File: config.mk
export PLATFORM = sky130hd
export DESIGN_NAME = rvalid_delay_buffer
export DESIGN_NICKNAME = d
export VERILOG_FILES = /design/src/rtl/rvalid_delay_buffer.sv
export SDC_FILE = /design/constraint.sdc
export NUM_CORES = 1
export LEC_CHECK = 0
export CORE_ASPECT_RATIO = 0.9
export CORE_MARGIN = 8
export CORE_UTILIZATION = 57
export DETAILED_ROUTE_END_ITERATION = 8
export GPL_ROUTABILITY_DRIVEN = 0
export GPL_TIMING_DRIVEN = 0
export MAX_ROUTING_LAYER = met4
export PLACE_DENSITY = 0.8
export SYNTH_ARGS = -nofsm -noshare
export SYNTH_HDL_FRONTEND = slang
export SYNTH_SLANG_ARGS = --single-unit
File: constraint.sdc
create_clock -name clk -period 3.1 [get_ports clk]
set_input_delay 0.465 -clock clk [delete_from_list [all_inputs] [get_ports clk]]
set_output_delay 0.465 -clock clk [all_outputs]
set_load 0.05 [all_outputs]
File: src/rtl/rvalid_delay_buffer.sv
// ============================================================================
// Module   : rvalid_delay_buffer
// Brief    : Response-path latency injector. Holds memory read responses and
//            re-presents them to the core, in order, after a programmable delay.
// Revision : 1.0
// ============================================================================
`default_nettype none

module rvalid_delay_buffer #(
    parameter int DATA_WIDTH  = 32,
    parameter int DEPTH       = 4,
    parameter int DELAY_WIDTH = 4
) (
    input  logic                         clk,
    input  logic                         rst_n,
    input  logic                         mem_rvalid_i,
    input  logic [DATA_WIDTH-1:0]        mem_rdata_i,
    input  logic [DELAY_WIDTH-1:0]       delay_cfg_i,
    output logic                         core_rvalid_o,
    output logic [DATA_WIDTH-1:0]        core_rdata_o,
    output logic [$clog2(DEPTH+1)-1:0]   occupancy_o,
    output logic                         overflow_o
);

    localparam int PTR_W = $clog2(DEPTH);
    localparam int OCC_W = $clog2(DEPTH + 1);

    logic [DATA_WIDTH-1:0]  data_q [DEPTH];
    logic [DELAY_WIDTH-1:0] cnt_q  [DEPTH];
    logic [PTR_W-1:0]       wr_ptr_q;
    logic [PTR_W-1:0]       rd_ptr_q;
    logic [OCC_W-1:0]       occ_q;
    logic                   core_rvalid_q;
    logic [DATA_WIDTH-1:0]  core_rdata_q;
    logic                   overflow_q;

    logic                   pop_d;
    logic                   push_d;
    logic [DELAY_WIDTH-1:0] cnt_init_d;
    logic [PTR_W-1:0]       rel_d   [DEPTH];
    logic [DEPTH-1:0]       valid_d;

    assign pop_d      = (occ_q != '0) && (cnt_q[rd_ptr_q] == '0);
    // A full buffer still accepts a push when the head leaves on the same edge.
    assign push_d     = mem_rvalid_i && ((occ_q != OCC_W'(DEPTH)) || pop_d);
    assign cnt_init_d = (delay_cfg_i == '0) ? '0 : delay_cfg_i - 1'b1;

    // An entry is live when its distance from the read pointer is below occupancy.
    always_comb begin
        for (int i = 0; i < DEPTH; i++) begin
            rel_d[i]   = PTR_W'(i) - rd_ptr_q;
            valid_d[i] = (OCC_W'(rel_d[i]) < occ_q);
        end
    end

    always_ff @(posedge clk) begin
        for (int i = 0; i < DEPTH; i++) begin
            if (valid_d[i] && (cnt_q[i] != '0)) begin
                cnt_q[i] <= cnt_q[i] - 1'b1;
            end
        end
        if (push_d) begin
            data_q[wr_ptr_q] <= mem_rdata_i;
            cnt_q[wr_ptr_q]  <= cnt_init_d;
        end
    end

    always_ff @(posedge clk) begin
        if (!rst_n) begin
            wr_ptr_q      <= '0;
            rd_ptr_q      <= '0;
            occ_q         <= '0;
            core_rvalid_q <= 1'b0;
            core_rdata_q  <= '0;
            overflow_q    <= 1'b0;
        end else begin
            core_rvalid_q <= pop_d;
            if (pop_d) begin
                core_rdata_q <= data_q[rd_ptr_q];
                rd_ptr_q     <= rd_ptr_q + 1'b1;
            end
            if (push_d) begin
                wr_ptr_q <= wr_ptr_q + 1'b1;
            end
            if (push_d && !pop_d) begin
                occ_q <= occ_q + 1'b1;
            end else if (pop_d && !push_d) begin
                occ_q <= occ_q - 1'b1;
            end
            if (mem_rvalid_i && !push_d) begin
                overflow_q <= 1'b1;
            end
        end
    end

    assign core_rvalid_o = core_rvalid_q;
    assign core_rdata_o  = core_rdata_q;
    assign occupancy_o   = occ_q;
    assign overflow_o    = overflow_q;

endmodule

`default_nettype wire

Word-level counts from Yosys, hierarchy flattened
Memories as Yosys holds them, arrays and structs flattened. A register that Yosys moved wholly into a read port is not among the register bits.
Index checks and enable logic that the tools add are counted.
{"block": "op_classes", "n_lt_le_gt_ge": 4, "n_mux": 15, "n_reduce_logical": 21, "n_eq_ne": 1, "n_addsub": 13}
{"op": "4-bit by 1-bit subtractor with 4-bit output (second input constant)", "n": 5}
{"op": "4-bit nonzero test", "n": 4}
{"op": "2-bit by 3-bit less-than comparator with 1-bit output", "n": 4}
{"op": "1-bit two-way mux", "n": 10}
{"op": "1-bit logical AND", "n": 9}
{"op": "4-bit logical NOT", "n": 2}
{"op": "3-bit two-way mux", "n": 2}
{"op": "2-bit by 1-bit adder with 2-bit output (second input constant)", "n": 2}
{"op": "2-bit two-way mux", "n": 2}
{"op": "4-bit two-way mux", "n": 1}
{"op": "1-bit by 2-bit subtractor with 2-bit output (first input constant)", "n": 2}
{"op": "2-bit subtractor (first input constant)", "n": 2}
{"op": "3-bit by 1-bit adder with 3-bit output (second input constant)", "n": 1}
{"op": "1-bit logical NOT", "n": 3}
{"op": "3-bit != test (second input constant)", "n": 1}
{"op": "3-bit nonzero test", "n": 1}
{"op": "3-bit by 1-bit subtractor with 3-bit output (second input constant)", "n": 1}
{"op": "2-bit nonzero test", "n": 1}
{"op": "1-bit logical OR", "n": 1}
{"block": "word_totals", "wordCells": 61, "out_inout_bits": 37, "inputBits": 39, "ramBits": 144, "mem_count": 2, "reg_bits": 9}
{"name": "data_q", "words": 4, "word_bits": 32, "read_ports": 1, "rd_ports_with_merged_regs": 1, "write_ports": 1, "line": "28", "rtl": "logic [DATA_WIDTH-1:0] data_q [DEPTH];"}
{"name": "cnt_q", "words": 4, "word_bits": 4, "read_ports": 5, "rd_ports_with_merged_regs": 1, "write_ports": 5, "line": "29", "rtl": "logic [DELAY_WIDTH-1:0] cnt_q [DEPTH];"}

Longest topological paths before layout
Gate-level depths: netlist of run 1.
{"block": "logic_depth", "ltp_word": 8, "depth_mapped": 11, "mapped_depth_nobuf": 9}

Worst setup path after synthesis of run 1
No wires, ideal clock.
{"block": "synth_path", "path_kind": "register to register", "from": "memory cnt_q[3][0]", "to": "register occ_q[2], in the netlist occupancy_o[2]", "period_less_slack_ns": 2.669, "setup_time_ns": 0.070, "slack_ns": 0.431, "path_stages_with_launch": 11, "arrival_ns": 2.599, "t_required_ns": 3.030, "n_path_buf": 1, "cell_sequence": "edfxtp_1 -> or4_4 -> o22a_1 -> buf_6 -> a31oi_1 -> ha_1 -> inv_1 -> fa_1 -> xor2_1 -> or3_1 -> a21oi_1"}
{"element": "start, declared", "line": "29"}
{"element": "end signal, assigned", "line": "86", "rtl": "occ_q <= occ_q + 1'b1;"}
{"element": "end signal, assigned", "line": "88", "rtl": "occ_q <= occ_q - 1'b1;"}
{"element": "end, declared", "line": "32", "rtl": "logic [OCC_W-1:0] occ_q;"}

==> results of run 1 <==
## synthesized netlist by cell type
cell type	number	area, sq um
xnor2_1	8	70.1
nor3b_1	2	15.0
a31oi_1	1	6.26
a31oi_4	4	85.1
nor3_1	6	30.0
o22ai_2	1	12.5
buf_4	1	7.51
buf_1	4	15.0
nand3_1	2	10.0
buf_6	5	56.3
clkbuf_1	10	37.5
and3_1	1	6.26
o22a_1	1	8.76
a22oi_2	1	12.5
mux4_2	32	721
fa_1	1	20.0
or4_4	1	11.3
o21ai_0	7	35.0
nor4_1	1	6.26
a41oi_1	1	8.76
ha_1	13	163
dfxtp_1	43	861
o31a_1	1	8.76
or2_2	3	18.8
nand2b_1	6	37.5
inv_1	16	60.1
nor2b_1	1	6.26
a21oi_1	9	45.0
edfxtp_1	144	4320
mux2i_1	52	521
buf_2	3	15.0
nor2_1	13	48.8
and2_1	1	6.26
xor2_1	2	17.5
or4_1	1	7.51
a22o_1	1	8.76
o211ai_1	2	15.0
a32oi_1	1	8.76
nand2_1	80	300
or3_1	2	12.5
o21ai_1	1	5.00
o31ai_1	1	7.51
## routing by layer
| layer | GRT usage [%] | up-vias |
|---|---|---|
| met2 | 29.7 | 110 |
| met3 | 4.28 | 23 |
| li1 | - | 2009 |
| met1 | 21.3 | 2134 |
| met4 | 7.54 | 0 |
| met5 | - | - |
## worst register-to-register path, delay by kind of cell, from the launching register on
kind,cells,cell delay [ns]
flops,1,0.44
fa+ha+maj,2,0.61
compound gates,3,0.55
simple gates,2,0.88
xor+xnor,1,0.17
buf+inv,2,0.22
## registers in the layout, indices dropped and copies added, names as in the netlist, named ones only
signal,flops
data_q,128
core_rdata_o,32
cnt_q,16
occupancy_o,3
rd_ptr_q,2
wr_ptr_q,2
core_rvalid_o,1
overflow_o,1
## area by class of cell
| class | instances | area (sq um) |
|---|---|---|
| inverters | 16 | 60.1 |
| well taps | 168 | 210 |
| multi-input cells | 260 | 2300 |
| flip-flops and latches | 187 | 5180 |
| repair buffers | 77 | 811 |
| clock inverters | 14 | 141 |
| clock buffers | 18 | 439 |
| plain buffers | 23 | 131 |
| fillers | 837 | 3980 |
## final timing paths
check                  startpoint               to  cells after the start
setup / recovery      cnt_q[0][0]   occupancy_o[2]                     10
setup reg to reg      cnt_q[0][0]   occupancy_o[2]                     10
hold / removal    core_rdata_o[4]  core_rdata_o[4]                      2
hold reg to reg   core_rdata_o[4]  core_rdata_o[4]                      2
## stage by stage
| step | TNS [ns] | power (W) | area [sq um] |
|---|---|---|---|
| global placement | -2.57 | 0.00534 | 8610 |
| detailed placement | 0 | 0.00547 | 8690 |
| floorplan | 0 | 0.00487 | 7670 |
| finish | 0 | 0.00756 | 9280 |
| global route | 0 | 0.00791 | 9280 |
| CTS | 0 | 0.00760 | 9270 |
## power by group through the flow
stage	clock network [W]	registers [W]	logic, W
after global routing	0.00226	0.00356	0.00208
final	0.00214	0.00351	0.00191
after CTS	0.00217	0.00351	0.00192
after detailed placement	0	0.00356	0.00191
after global placement	0	0.00354	0.00180
after floorplan	0	0.00373	0.00115
## logic make-up (layout without fill, tap and decap cells)
group                      count (synthesis)  count (layout)  synth area share, %
DFF                                      187             187                 67.6
xor gates and xnor gates                  10              10                 1.14
AOI/OAI and AO/OA                         32              32                 3.49
and+or+nand+nor                          120             120                 6.74
muxes                                     84              84                 16.2
adders and majority gates                 14              14                 2.38
buffers and inverters                     39             148                 2.50
## repair_timing
item	in CTS	in global routing
buffers inserted	0	0
gates resized for setup	0	1
endpoints found under the hold margin	0	0
setup endpoints to repair	0	1
==> flow_metrics.py, run 1 <==
metrics = {
    "status": {
        "status": "finished, final reports clean",
    },
    "placed_design": {
        "dp.cells": 731,
        "numPortBuffers": 73,
        "hpwl_mm": 9.93,
        "dp_slack_ns": 0.0952,
    },
    "timing": {
        "slew_headroom_pct": 46.2,
        "setup_violations": 0,
        "fmax_mhz": 338,
        "period_share_pct": 95.4,
        "setup_slack_ns": 0.142,
        "drv_slew": 0,
        "grt_setup_unrepaired": "no",
        "clock_skew_ns": 0.00835,
        "hold_violations": 0,
        "fin_crit_ns": 2.96,
        "worst_pin_slew_ns": 0.807,
        "hold_slack_ns": 0.458,
    },
    "critical_path": {
        "path_class": "reg2reg",
        "crit_chain": "or4_1, o22a_1, buf_6, a31oi_1, ha_1, inv_1, fa_1, xor2_1, or3_1, a21oi_1",
        "ff2ff_setup_slack_ns": 0.14,
        "max_stage_delay_ns": 0.58,
        "cp.required_ns": 3.46,
        "cpMaxStageDelayCell": "or4_1",
        "critPathMaxFanout": 8,
        "cp-end-kind": "register",
        "path_buf_inv": 2,
        "crit_arrival_ns": 3.32,
        "cp-start-kind": "register",
        "crit_family": "simple AND/OR/NAND/NOR gates",
    },
    "clock_tree": {
        "ctsRootBufferMaster": "clkbuf_16",
        "cts.clk_slew.worst_paths_ns": 0.07,
        "hold_buffers": 0,
        "clock-sinks": 187,
        "insertion_delay_ns": 0.43,
        "numCtsBuffers": 17,
        "htreeDepth": 4,
        "cts_tree": "built",
        "clockBufferDepth": 2,
    },
    "power_and_ir_drop": {
        "cellPowerDensity_nw_per_um2": 814,
        "p_int_w": 0.00530,
        "p_clk_share_pct": 28.3,
        "leakage_nw": 3.33,
        "swShare_pct": 29.9,
        "irDropWorstVdd_mv": 0.568,
        "comb_power_share_pct": 25.2,
        "p_sw_w": 0.00226,
        "p_seq_share_pct": 46.5,
    },
    "grt": {
        "grt_pass1_vias": 4622,
        "grt_use_total_pct": 18.1,
        "grt_max_degree": 24,
        "grt_first_pass_wirelength_mm": 23.8,
        "antenna_found_initial": 0,
        "overflow": 0,
    },
    "flow_run": {
        "drv_cap": 0,
    },
    "detailed_routing": {
        "wl_met3_um": 526,
        "routedWlPerCell_um": 19.6,
        "postRouteAntennaNets": 0,
        "met2WireLength_mm": 7.67,
        "drcViolationCount": 0,
        "topRoutingLayerUsed": "met4",
        "finalWirelength_mm": 14.9,
        "via_per_inst": 5.60,
        "dr.pass1.iters": 5,
        "wl_met1_mm": 6.45,
        "drtIter0Drc": 315,
        "vias": 4276,
    },
    "yosys": {
        "synth_nets": 539,
        "synth_area_sq_um": 7670,
        "synth_seq_cells": 187,
        "synthCells": 486,
        "synth_cell_types": 42,
        "seq_area_frac_synth_pct": 67.6,
        "yosys_warnings": 0,
        "syn_area_per_cell_sq_um": 15.8,
    },
    "floorplanning": {
        "initial_core_util_pct": 57.8,
        "die_h_um": 126,
        "coreArea_sq_um": 13300,
        "die_w_um": 138,
        "std_cell_rows": 40,
        "top_level_ports": 76,
        "die_area_sq_um": 17400,
    },
    "cells_and_area": {
        "diodes": 0,
        "drive_gt1_share_pct": 14.8,
        "nets": 635,
        "layout_commonest_cell": "edfxtp_1",
        "fin_cells": 763,
        "syn_to_final_growth_pct": 21.0,
        "final_cell_mix": "edfxtp_1, nand2_1, clkdlybuf4s50_1, mux2i_1, dfxtp_1",
        "final_core_util_pct": 70.0,
    },
    "worst_hold_path": {
        "hold_class": "reg2reg",
    },
}
Power figures use the tool's default switching activity.
==> run 2, diff against run 1 <==
- CORE_UTILIZATION: 57 -> 60
- CTS_CLUSTER_SIZE: unset -> 16
- PLACE_DENSITY: 0.8 -> 0.83
- clock period: 3.1 -> 3.8 ns (I/O delays scaled with it)
==> run 2 against run 1 <==
Setup slack better by 0.54 ns. Worst hold slack better by 0.0031 ns. Critical path type unchanged. Sequential cell count unchanged. Die area down 4.4%. Clock skew up 0.00059 ns. Sequential share of layout area about the same. Utilization up 3.8 points. Wire length up 2.3%.
==> flow_metrics.py, run 2 (synthesis gave the netlist of run 1 again) <==
metrics = {
    "status": {
        "status": "finished, final reports clean",
    },
    "floorplanning": {
        "initial_core_util_pct": 60.9,
        "top_level_ports": 76,
        "die_area_sq_um": 16700,
        "die_h_um": 123,
        "die_w_um": 135,
        "coreArea_sq_um": 12600,
        "std_cell_rows": 39,
    },
    "clock_tree": {
        "cts.clk_slew.worst_paths_ns": 0.06,
        "ctsRootBufferMaster": "clkbuf_16",
        "hold_buffers": 0,
        "cts_resized": 0,
        "insertion_delay_ns": 0.43,
        "htreeDepth": 4,
        "numCtsBuffers": 17,
        "clockBufferDepth": 2,
        "postCtsSetupBuffers": 0,
        "cts_tree": "built",
        "clock-sinks": 187,
    },
    "critical_path": {
        "cp.required_ns": 4.16,
        "ff2ff_setup_slack_ns": 0.68,
        "crit_arrival_ns": 3.48,
        "cp-startpoint": "cnt_q[1][2]",
        "max_stage_delay_ns": 0.61,
        "cp-start-kind": "register",
        "r2r-start": "cnt_q[1][2]",
        "crit_chain": "nor4_1, a22oi_2, a31oi_1, ha_1, inv_1, fa_1, xor2_1, or3_1, a21oi_1",
        "rr_worst_depth": 9,
        "cp_num_cells": 9,
        "worst_r2r_endpoint": "occupancy_o[2]",
        "crit_family": "simple AND/OR/NAND/NOR gates",
        "cpMaxStageDelayCell": "nor4_1",
        "critPathMaxFanout": 8,
        "path_buf_inv": 1,
        "cp-end-kind": "register",
        "path_class": "reg2reg",
    },
    "flow_run": {
        "drv_cap": 0,
    },
    "timing": {
        "clock_skew_ns": 0.00894,
        "fin_crit_ns": 3.12,
        "setup_slack_ns": 0.684,
        "drv_slew": 0,
        "setup_violations": 0,
        "tns_ns": 0,
        "fmax_mhz": 321,
        "worst_pin_slew_ns": 0.712,
        "grt_setup_unrepaired": "no",
        "hold_slack_ns": 0.461,
        "period_share_pct": 82.0,
        "hold_violations": 0,
        "slew_headroom_pct": 52.1,
    },
    "worst_hold_path": {
        "hp-start": "core_rdata_o[16]",
        "holdPathEnd": "core_rdata_o[16]",
        "hold_class": "reg2reg",
        "whs_path_depth": 2,
    },
    "detailed_routing": {
        "postRouteAntennaNets": 0,
        "drtIter0Drc": 412,
        "via_per_inst": 5.67,
        "dr.pass1.iters": 4,
        "vias": 4303,
        "finalWirelength_mm": 15.3,
        "drcViolationCount": 0,
        "routedWlPerCell_um": 20.1,
    },
    "cells_and_area": {
        "fin_cells": 759,
        "syn_to_final_growth_pct": 21.0,
        "largest_register_ffs": 128,
        "final_cell_mix": "edfxtp_1, nand2_1, clkdlybuf4s50_1, mux2i_1, dfxtp_1",
        "largest-register": "data_q",
        "final_core_util_pct": 73.7,
        "diodes": 0,
        "drive_gt1_share_pct": 13.9,
        "nets": 635,
        "layout_commonest_cell": "edfxtp_1",
    },
    "power_and_ir_drop": {
        "irDropWorstVdd_mv": 0.476,
        "leakage_nw": 3.34,
        "cellPowerDensity_nw_per_um2": 667,
    },
    "placed_design": {
        "dp_slack_ns": 0.769,
        "hpwl_mm": 10.2,
        "dp.cells": 727,
        "numPortBuffers": 73,
    },
    "grt": {
        "grt_use_total_pct": 20.1,
        "grt_max_degree": 25,
        "grt_first_pass_wirelength_mm": 24.2,
        "grt_pass1_vias": 4550,
        "overflow": 0,
        "antenna_found_initial": 0,
    },
}
==> run 2: cell types whose count changed in the layout (fill, tap and decap cells not counted), sizes merged <==
cell      delta
clkinvlp     -1
inv          -4
clkbuf       +8
clkinv       -3
==> run 2: tightest hold or removal path: stages (launching register included) <==
cell,delay (ns)
dfxtp_1,0.31
nand2_1,0.05
mux2i_1,0.06
==> run 2: how the worst max path moves through the flow <==
stage | endpoint | slack (ns)
floorplan | occupancy_o[2] | 1.13
global placement | cnt_q[0][0] | 0.57
detailed placement | occupancy_o[2] | 0.77
CTS | occupancy_o[2] | 0.70
global route | occupancy_o[2] | 0.51
finish | occupancy_o[2] | 0.68
==> run 2: layer usage <==
metal	global-route usage [%]	up-vias	part of all wire [%]
met5	-	-	0
met4	7.28	0	1.1
met3	5.16	18	5.3
met2	34.0	137	53
met1	22.9	2139	41
li1	-	2009	-
==> run 2: report_power, final <==
group / switching (W) / internal (W) / leakage (nW)
clock network: 0.000696 / 0.00105 / 0.294
logic: 0.000910 / 0.000666 / 1.37
registers: 0.000200 / 0.00267 / 1.68
==> run 2: cell type report <==
type                    instances  area (sq um)
plain buffers                  23           131
clock buffers                  26           509
clock inverters                 6          83.8
fillers                       773          3310
inverters                      16          60.1
multi-input cells             260          2300
flip-flops and latches        187          5180
well taps                     164           205
repair buffers                 77           811
==> run 2: through the flow <==
stage / area, sq um / total power [W]
after global placement: 8610 / 0.00434
final: 9280 / 0.00620
after floorplan: 7670 / 0.00398
after detailed placement: 8690 / 0.00448
after global routing: 9280 / 0.00647
after CTS: 9280 / 0.00624
==> run 3, diff against run 2 <==
- CORE_UTILIZATION: 60 -> 57
- PLACE_DENSITY: 0.83 -> 0.8
- clock period: 3.8 -> 3.2 ns (I/O delays scaled with it)
==> results of run 3 <==
Same layout as run 1 (identical final DEF). Status: finished, final reports clean.
Among the figures that moved: setup slack after placement 0.0952 ns -> 0.195 ns; setup slack after layout 0.142 ns -> 0.242 ns; register-to-register setup slack 0.14 ns -> 0.24 ns; total power 0.00756 W -> 0.00732 W; worst IR drop on VDD 0.568 mV -> 0.550 mV
